===== config.mk =====
export PLATFORM = sky130hd
export DESIGN_NAME = int_to_float_enc
export DESIGN_NICKNAME = d
export VERILOG_FILES = /design/src/rtl/int_to_float_enc.sv
export SDC_FILE = /design/constraint.sdc
export NUM_CORES = 1
export LEC_CHECK = 0
export ABC_AREA = 0
export CAP_MARGIN = 20
export CELL_PAD_IN_SITES_DETAIL_PLACEMENT = 0
export CELL_PAD_IN_SITES_GLOBAL_PLACEMENT = 1
export CORE_MARGIN = 4
export CORE_UTILIZATION = 42
export CTS_CLUSTER_DIAMETER = 30
export DETAILED_ROUTE_END_ITERATION = 12
export PLACE_DENSITY = 0.95
export REMOVE_ABC_BUFFERS = 1
export SLEW_MARGIN = 20
export SYNTH_ARGS = -nofsm -noshare
export SYNTH_HDL_FRONTEND = slang
export SYNTH_SLANG_ARGS = --single-unit

===== constraint.sdc =====
create_clock -name clk -period 4.85 [get_ports clk]
set_clock_uncertainty 0.15 [all_clocks]
set_input_delay 0.485 -clock clk [delete_from_list [all_inputs] [get_ports clk]]
set_output_delay 0.485 -clock clk [all_outputs]
set_load 0.05 [all_outputs]

===== src/rtl/int_to_float_enc.sv =====
// Converts a 16-bit signed integer to a 16-bit float {sign, exp[3:0], man[10:0]}
// by shifting the magnitude left one bit per cycle until its MSB is set (truncating).
module int_to_float_enc (
  input  logic        clk,
  input  logic        rst,
  input  logic        in_valid,
  output logic        in_ready,
  input  logic [15:0] in_data,
  output logic        out_valid,
  input  logic        out_ready,
  output logic [15:0] out_data,
  output logic        out_inexact
);

  // Handshake: a transfer happens on a rising edge where valid and ready are both 1;
  // in_ready is high only in IDLE, out_valid only in DONE, and DONE holds until out_ready.
  typedef enum logic [1:0] {
    IDLE = 2'd0,
    NORM = 2'd1,
    DONE = 2'd2
  } state_e;

  state_e      state_q;
  logic        sign_q;
  logic [15:0] m_q;
  logic [3:0]  exp_q;
  logic        out_valid_q;
  logic [15:0] out_data_q;
  logic        out_inexact_q;

  logic [15:0] mag_d;
  logic        norm_done_d;

  // 0x8000 negates to itself, which is exactly the 16-bit unsigned magnitude wanted.
  assign mag_d       = in_data[15] ? 16'(~in_data + 16'd1) : in_data;
  assign norm_done_d = m_q[15] || (m_q == 16'd0);

  always_ff @(posedge clk or posedge rst) begin
    if (rst) begin
      state_q       <= IDLE;
      sign_q        <= 1'b0;
      m_q           <= 16'd0;
      exp_q         <= 4'd0;
      out_valid_q   <= 1'b0;
      out_data_q    <= 16'd0;
      out_inexact_q <= 1'b0;
    end else begin
      case (state_q)
        IDLE: begin
          if (in_valid) begin
            sign_q  <= in_data[15];
            m_q     <= mag_d;
            exp_q   <= 4'd15;
            state_q <= NORM;
          end
        end
        NORM: begin
          if (norm_done_d) begin
            state_q     <= DONE;
            out_valid_q <= 1'b1;
            if (m_q == 16'd0) begin
              // Zero always encodes as +0, whatever the input sign was.
              out_data_q    <= 16'd0;
              out_inexact_q <= 1'b0;
            end else begin
              out_data_q    <= {sign_q, exp_q, m_q[14:4]};
              out_inexact_q <= |m_q[3:0];
            end
          end else begin
            m_q   <= {m_q[14:0], 1'b0};
            exp_q <= exp_q - 4'd1;
          end
        end
        DONE: begin
          if (out_ready) begin
            state_q     <= IDLE;
            out_valid_q <= 1'b0;
          end
        end
        default: begin
          state_q     <= IDLE;
          out_valid_q <= 1'b0;
        end
      endcase
    end
  end

  assign in_ready    = (state_q == IDLE);
  assign out_valid   = out_valid_q;
  assign out_data    = out_data_q;
  assign out_inexact = out_inexact_q;

endmodule


==> metrics.cfg, run 1 <==
[pwr]
finalPower_w = 0.00186
ir_drop_v = 0.000253
p_per_area_mw_per_mm2 = 698
power.leakage_nw = 1.17

[routing]
wl_um = 4990
wl_per_cell_um = 14.8
via_count = 1827
drt_pass1_iterations = 4
drc_errors = 0
postRouteAntennaNets = 0
drt-vias-per-instance = 5.44
drtIter0Drc = 133

[cells_and_area]
final_common_cell = nand2_1
syn2layout_area_growth_pct = 25.5
drive_above_1_share_pct = 6.32
insertedDiodeCount = 0
final_cell_count_no_fill = 336
seq_area_mm2 = 0.00103
layout_common_cells = nand2_1, dfrtp_1, clkdlybuf4s50_1
nets = 290
multiInputGateArea_mm2 = 0.00100
n_fill_cell = 485

[worst_setup_path]
critPathSlowestCell = a21oi_2
cp.depth = 5
startpoint_type = flip-flop
path_max_fanout = 20
setup.worst_path.start = m_q[11]$_DFFE_PP0P_
critPathMaxStageDelay_ns = 0.67
required_ns = 4.89
reg2reg_from = m_q[11]$_DFFE_PP0P_
r2r_slack_ns = 2.33
reg2reg_to = m_q[9]$_DFFE_PP0P_
crit_chain = nor4_1 > a41oi_1 > a21oi_2 > inv_2 > mux2_2
worstSetupEndpointType = flip-flop
crit_arrival_ns = 2.56
crit_family = compound AO/OA/AOI/OAI gates
worstSetupPathType = flip-flop to flip-flop
cp.buffers_inverters = 1
r2r_cells = 5

[timing]
finalHoldViolCount = 0
slew_violations = 0
finalSetupTns_ns = 0
finalCriticalPeriod_ns = 2.52
setup_viol = 0
rsz0062_at_grt = no
tightest_slew_ns = 0.784
fin_hold_ws_ns = 0.321
fmax_mhz = 397
slew-limit-headroom_pct = 47.5
timing.final.crit_share_pct = 51.9

[global_routing]
grt_max_degree = 42
gr-usage-all-layers_pct = 17.8
grt_first_pass_wirelength_um = 8630
antenna_found_initial = 0
overflow = 0
grt_pass1_vias = 1722

[logic_synthesis]
synth_seq_cells = 41
avgSynthCellArea_um2 = 9.13
ys_seq_area_share_pct = 48.2
yosysUniqueCellTypes = 41
syn-cell-area_mm2 = 0.00213
synth_edf_count = 0
async_flop_share_pct = 100
synth_warnings = 0
netlist_instances = 233
synth_flop_cell = dfrtp_1

[floorplan]
start_util_pct = 44.2
die_y_um = 79.2
core_mm2 = 0.00482
die_w_um = 79.2
ioPinCount = 39
dieArea_mm2 = 0.00627
num_rows = 25

[clock_tree]
clk_pin_slew_worst_paths_ns = 0.08
post_cts_resized = 0
htreeDepth = 2
cts_buffers = 5
cts_tree = done
clk_latency_ns = 0.30
clock-root-buffer = clkbuf_8
clkSinkCount = 41
cts_setup_buffers = 0
ctsHoldBuffers = 0
cts_buffer_depth = 2

[placed_design]
place_inst = 328
io_buffers = 38
gp_congestion = 0.828
dpl.hpwl_um = 3680

[hold_path]
hp-start = out_data[13]$_DFFE_PP0P_
min_path_type = flip-flop to flip-flop
worstHoldEndpoint = out_data[13]$_DFFE_PP0P_
hold_depth = 2

[run]
maxCapViolCount = 0

[outcome]
outcome = completed

[worst max path at each step]
stage                               end  slack [ns]
floorplan            m_q[9]$_DFFE_PP0P_        2.49
global placement    m_q[12]$_DFFE_PP0P_        2.39
detailed placement  m_q[12]$_DFFE_PP0P_        2.38
CTS                  m_q[9]$_DFFE_PP0P_        2.33
global route         m_q[9]$_DFFE_PP0P_        2.13
finish               m_q[9]$_DFFE_PP0P_        2.33
[sequential cells by signal, indices dropped and copies added, names as in the netlist]
signal,flops
out_inexact,1
sign_q,1
state_q,2
m_q,16
out_data,16
exp_q,4
out_valid,1
[report_power, final]
part / internal (W) / switching [W]
registers: 0.000501 / 0.000138
clock network: 0.000204 / 0.000117
logic: 0.000317 / 0.000588
[cell usage after synthesis, types with 2 or more instances]
| library cell | number | area, µm² |
|---|---|---|
| buf_2 | 5 | 25.0 |
| inv_1 | 7 | 26.3 |
| or4_1 | 3 | 22.5 |
| a211oi_1 | 3 | 22.5 |
| a41oi_1 | 2 | 17.5 |
| nor2_1 | 11 | 41.3 |
| a22oi_1 | 4 | 30.0 |
| buf_6 | 2 | 22.5 |
| o21ai_0 | 16 | 80.1 |
| nand4_1 | 3 | 18.8 |
| a21oi_1 | 9 | 45.0 |
| nand2_1 | 56 | 210 |
| nand3_1 | 5 | 25.0 |
| a31oi_1 | 6 | 37.5 |
| or3_1 | 3 | 18.8 |
| clkbuf_1 | 3 | 11.3 |
| and2_1 | 2 | 12.5 |
| xor2_1 | 7 | 61.3 |
| nor4_1 | 3 | 18.8 |
| nor3_1 | 7 | 35.0 |
| xnor2_1 | 3 | 26.3 |
| a32o_1 | 4 | 40.0 |
| dfrtp_1 | 41 | 1030 |
| o31ai_1 | 2 | 15.0 |
| ha_1 | 2 | 25.0 |
| nand2b_1 | 3 | 18.8 |
| mux2i_1 | 7 | 70.1 |
[cell type report]
class / instances / area share, %
Sequential cell: 41 / 38.4
Multi-Input combinational cell: 172 / 37.5
Timing Repair Buffer: 40 / 14.8
Tap cell: 67 / 3.14
Clock buffer: 5 / 2.58
Clock inverter: 3 / 2.44
Inverter: 8 / 1.12
[through the flow]
stage	area [µm²]	setup slack (ns)	util [%]
after CTS	2670	2.33	55.5
final	2670	2.33	55.5
after global placement	2540	2.39	52.7
after detailed placement	2540	2.38	52.7
after global routing	2670	2.13	55.5
after floorplan	2060	2.49	-
[logic make-up (layout without fill, tap and decap cells)]
group	after synthesis	in the layout	share of synthesized area, %
multiplexers	8	8	3.82
adder cells (fa/ha/maj)	2	2	1.18
AO/OA/AOI/OAI	51	51	15.6
AND/OR/NAND/NOR	101	101	22.4
XOR/XNOR	10	10	4.12
flip-flops	41	41	48.2
buffers and inverters	20	56	4.70
[tightest hold or removal path: stages (launching register included)]
cell and delay (ns):
dfrtp_1 0.35, nand2_1 0.05, nand2_1 0.05
[metal layers]
| layer | GRT usage, % | share of wire [%] |
|---|---|---|
| met1 | 25.4 | 46 |
| met2 | 26.3 | 45 |
| met3 | 4.08 | 6.6 |
| met4 | 6.70 | 2.2 |
| met5 | 0 | 0 |
Note: power is estimated with default switching activity, not from simulation.
==> run 2, diff against run 1 <==
--- a/config.mk
+++ b/config.mk
@@ -10,10 +10,10 @@
 export CELL_PAD_IN_SITES_DETAIL_PLACEMENT = 0
 export CELL_PAD_IN_SITES_GLOBAL_PLACEMENT = 1
 export CORE_MARGIN = 4
-export CORE_UTILIZATION = 42
+export CORE_UTILIZATION = 39
 export CTS_CLUSTER_DIAMETER = 30
 export DETAILED_ROUTE_END_ITERATION = 12
-export PLACE_DENSITY = 0.95
+export PLACE_DENSITY = 0.91
 export REMOVE_ABC_BUFFERS = 1
 export SLEW_MARGIN = 20
 export SYNTH_ARGS = -nofsm -noshare
==> constraint.sdc (replaced) <==
create_clock -name clk -period 2.5 [get_ports clk]
set_clock_uncertainty 0.15 [all_clocks]
set_input_delay 0.25 -clock clk [delete_from_list [all_inputs] [get_ports clk]]
set_output_delay 0.25 -clock clk [all_outputs]
set_load 0.05 [all_outputs]
==> run 2 against run 1 <==
Clock power grew 67%. Worst hold slack got worse by 0.094 ns. Register-to-register slack got worse by 2.0 ns. Global-route usage is 2.1 points lower. Power increased by 91%. Non-clock buffer count grew 6. Largest power group unchanged. Critical endpoint unchanged. Sequential share of layout area shrank 0.43 points. Final area is 1.1% higher. Final cell count rose by 2.7%. Fmax grew 16%. Setup slack got worse by 2.0 ns. Sequential cell count stayed put.
==> metrics.cfg, run 2 (synthesis results as in run 1) <==
[clock_tree]
clk_latency_ns = 0.30  ; about the same
post_cts_resized = 0  ; unchanged
cts_setup_buffers = 0  ; unchanged
clk_pin_slew_worst_paths_ns = 0.08  ; about the same
cts_buffer_depth = 2  ; unchanged
cts_tree = done  ; unchanged
clock-root-buffer = clkbuf_8  ; unchanged
clkSinkCount = 41  ; unchanged
ctsHoldBuffers = 0  ; unchanged
cts_buffers = 5  ; unchanged
htreeDepth = 2  ; unchanged

[global_routing]
grt_max_degree = 42  ; unchanged
grt_use_met1_pct = 23.1  ; was 25.4%
grt_pass1_vias = 1691  ; was 1,722
gr-max-usage-layer = met1  ; was met2
met2_usage_pct = 22.7  ; was 26.3%
overflow = 0  ; unchanged
antenna_found_initial = 0  ; unchanged
met3_usage_pct = 3.84  ; was 4.08%
gr-usage-all-layers_pct = 15.7  ; was 17.8%
grt_first_pass_wirelength_um = 8120  ; was 8630 µm

[outcome]
outcome = completed  ; unchanged

[timing]
slew_violations = 0  ; unchanged
timing.final.crit_share_pct = 86.5  ; was 51.9%
rsz0062_at_grt = no  ; unchanged
fmax_mhz = 462  ; was 397 MHz
setup_viol = 0  ; unchanged
finalCriticalPeriod_ns = 2.16  ; was 2.52 ns
slew-limit-headroom_pct = 65.7  ; was 47.5%
tightest_slew_ns = 0.514  ; was 0.784 ns
finalHoldViolCount = 0  ; unchanged
finalSetupTns_ns = 0  ; unchanged

[pwr]
power.leakage_nw = 1.19  ; was 1.17 nW
p_per_area_mw_per_mm2 = 1320  ; was 698 mW/mm²
ir_drop_v = 0.000499  ; was 0.000253 V
finalPower_w = 0.00356  ; was 0.00186 W

[floorplan]
ioPinCount = 39  ; unchanged
die_y_um = 81.9  ; was 79.2 µm
num_rows = 26  ; was 25
core_mm2 = 0.00520  ; was 0.00482 mm²
dieArea_mm2 = 0.00670  ; was 0.00627 mm²
start_util_pct = 40.9  ; was 44.2%
die_w_um = 81.9  ; was 79.2 µm

[worst_setup_path]
startpoint_type = flip-flop  ; unchanged
crit_arrival_ns = 2.20  ; was 2.56 ns
required_ns = 2.54  ; was 4.89 ns
r2r_cells = 5  ; unchanged
critPathSlowestCell = dfrtp_1  ; was a21oi_2
crit_chain = nor4_1 > a41oi_1 > a21oi_2 > inv_2 > mux2_2  ; unchanged
worstSetupEndpointType = flip-flop  ; unchanged
reg2reg_from = m_q[11]$_DFFE_PP0P_  ; unchanged
critPathMaxStageDelay_ns = 0.42  ; was 0.67 ns
worstSetupPathType = flip-flop to flip-flop  ; unchanged
setup.worst_path.start = m_q[11]$_DFFE_PP0P_  ; unchanged
path_max_fanout = 5  ; was 20

[cells_and_area]
drive_above_1_share_pct = 8.36  ; was 6.32%
final_common_cell = nand2_1  ; unchanged
syn2layout_area_growth_pct = 26.9  ; was 25.5%
layout_common_cells = nand2_1, dfrtp_1, clkdlybuf4s50_1  ; unchanged
nets = 296  ; was 290
final_cell_count_no_fill = 345  ; was 336
insertedDiodeCount = 0  ; unchanged
n_fill_cell = 497  ; was 485
fin_util_pct = 51.9  ; was 55.5%

[routing]
drt_pass1_iterations = 4  ; unchanged
postRouteAntennaNets = 0  ; unchanged
via_count = 1780  ; was 1,827
drt-vias-per-instance = 5.16  ; was 5.44
drtIter0Drc = 139  ; was 133
drc_errors = 0  ; unchanged
wl_um = 4670  ; was 4990 µm
wl_per_cell_um = 13.5  ; was 14.8 µm

[placed_design]
dpl.hpwl_um = 3550  ; was 3680 µm
gp_congestion = 0.904  ; was 0.828
io_buffers = 38  ; unchanged
place_inst = 337  ; was 328

[hold_path]
min_path_type = input port to asynchronous set/reset pin  ; was flip-flop to flip-flop

[run]
maxCapViolCount = 0  ; unchanged

-- run 2: cell types whose count changed in the layout (fill, tap and decap cells not counted) --
cell,previous run,this run
clkinv_2,1,0
bufinv_16,2,1
clkinv_4,0,1
buf_4,2,8
clkinvlp_4,0,1
-- run 2: worst paths after layout --
| kind | end | slack [ns] |
|---|---|---|
| max | m_q[9]$_DFFE_PP0P_ | 0.34 |
| min | out_data[9]$_DFFE_PP0P_ | 0.23 |
| max reg2reg | m_q[9]$_DFFE_PP0P_ | 0.34 |
| min reg2reg | out_data[13]$_DFFE_PP0P_ | 0.32 |
| max in group asynchronous | out_data[2]$_DFFE_PP0P_ | 1.62 |
| min in group clk | out_data[13]$_DFFE_PP0P_ | 0.32 |
-- run 2: power by group --
part / internal (W) / switching [W] / total [W]
registers: 0.000971 / 0.000262 / 0.00123
logic: 0.000661 / 0.00113 / 0.00179
clock network: 0.000299 / 0.000238 / 0.000536
-- run 2: stage by stage --
step                hold WS, ns  setup slack, ns  instance area [µm²]
finish                    0.226            0.337                 2700
global route              0.291            0.227                 2700
CTS                       0.249            0.355                 2700
detailed placement        0.305            0.342                 2590
global placement          0.300            0.361                 2590
floorplan                 0.254            0.142                 2060
-- run 2: layout make-up --
cell class                      count  area, µm²  area share [%]
Clock inverter                      3       46.3            1.71
Tap cell                           70       87.6            3.24
Inverter                            8       30.0            1.11
Clock buffer                        5       68.8            2.55
Multi-Input combinational cell    172       1000            37.1
Sequential cell                    41       1030            38.0
Timing Repair Buffer               46        440            16.3
-- run 2: critical path, delay by kind of cell (launching register included) --
kind	cells	cell delay, ns
buffers and inverters	1	0.10
AND/OR/NAND/NOR	1	0.41
multiplexers	1	0.29
flip-flops	1	0.42
AO/OA/AOI/OAI	2	0.67
-- run 2: layer usage --
metal | vias to the layer above | part of all wire, %
li1 | 905 | -
met1 | 820 | 50
met2 | 49 | 42
met3 | 6 | 5.8
met4 | 0 | 1.5
met5 | - | 0
==> run 3, diff against run 2 <==
--- a/config.mk
+++ b/config.mk
@@ -13,6 +13,7 @@
 export CORE_UTILIZATION = 39
 export CTS_CLUSTER_DIAMETER = 30
 export DETAILED_ROUTE_END_ITERATION = 12
+export HOLD_SLACK_MARGIN = 0.05
 export PLACE_DENSITY = 0.91
 export REMOVE_ABC_BUFFERS = 1
 export SLEW_MARGIN = 20
==> results of run 3 <==
Final layout, timing and power as in run 2 (identical DEF).
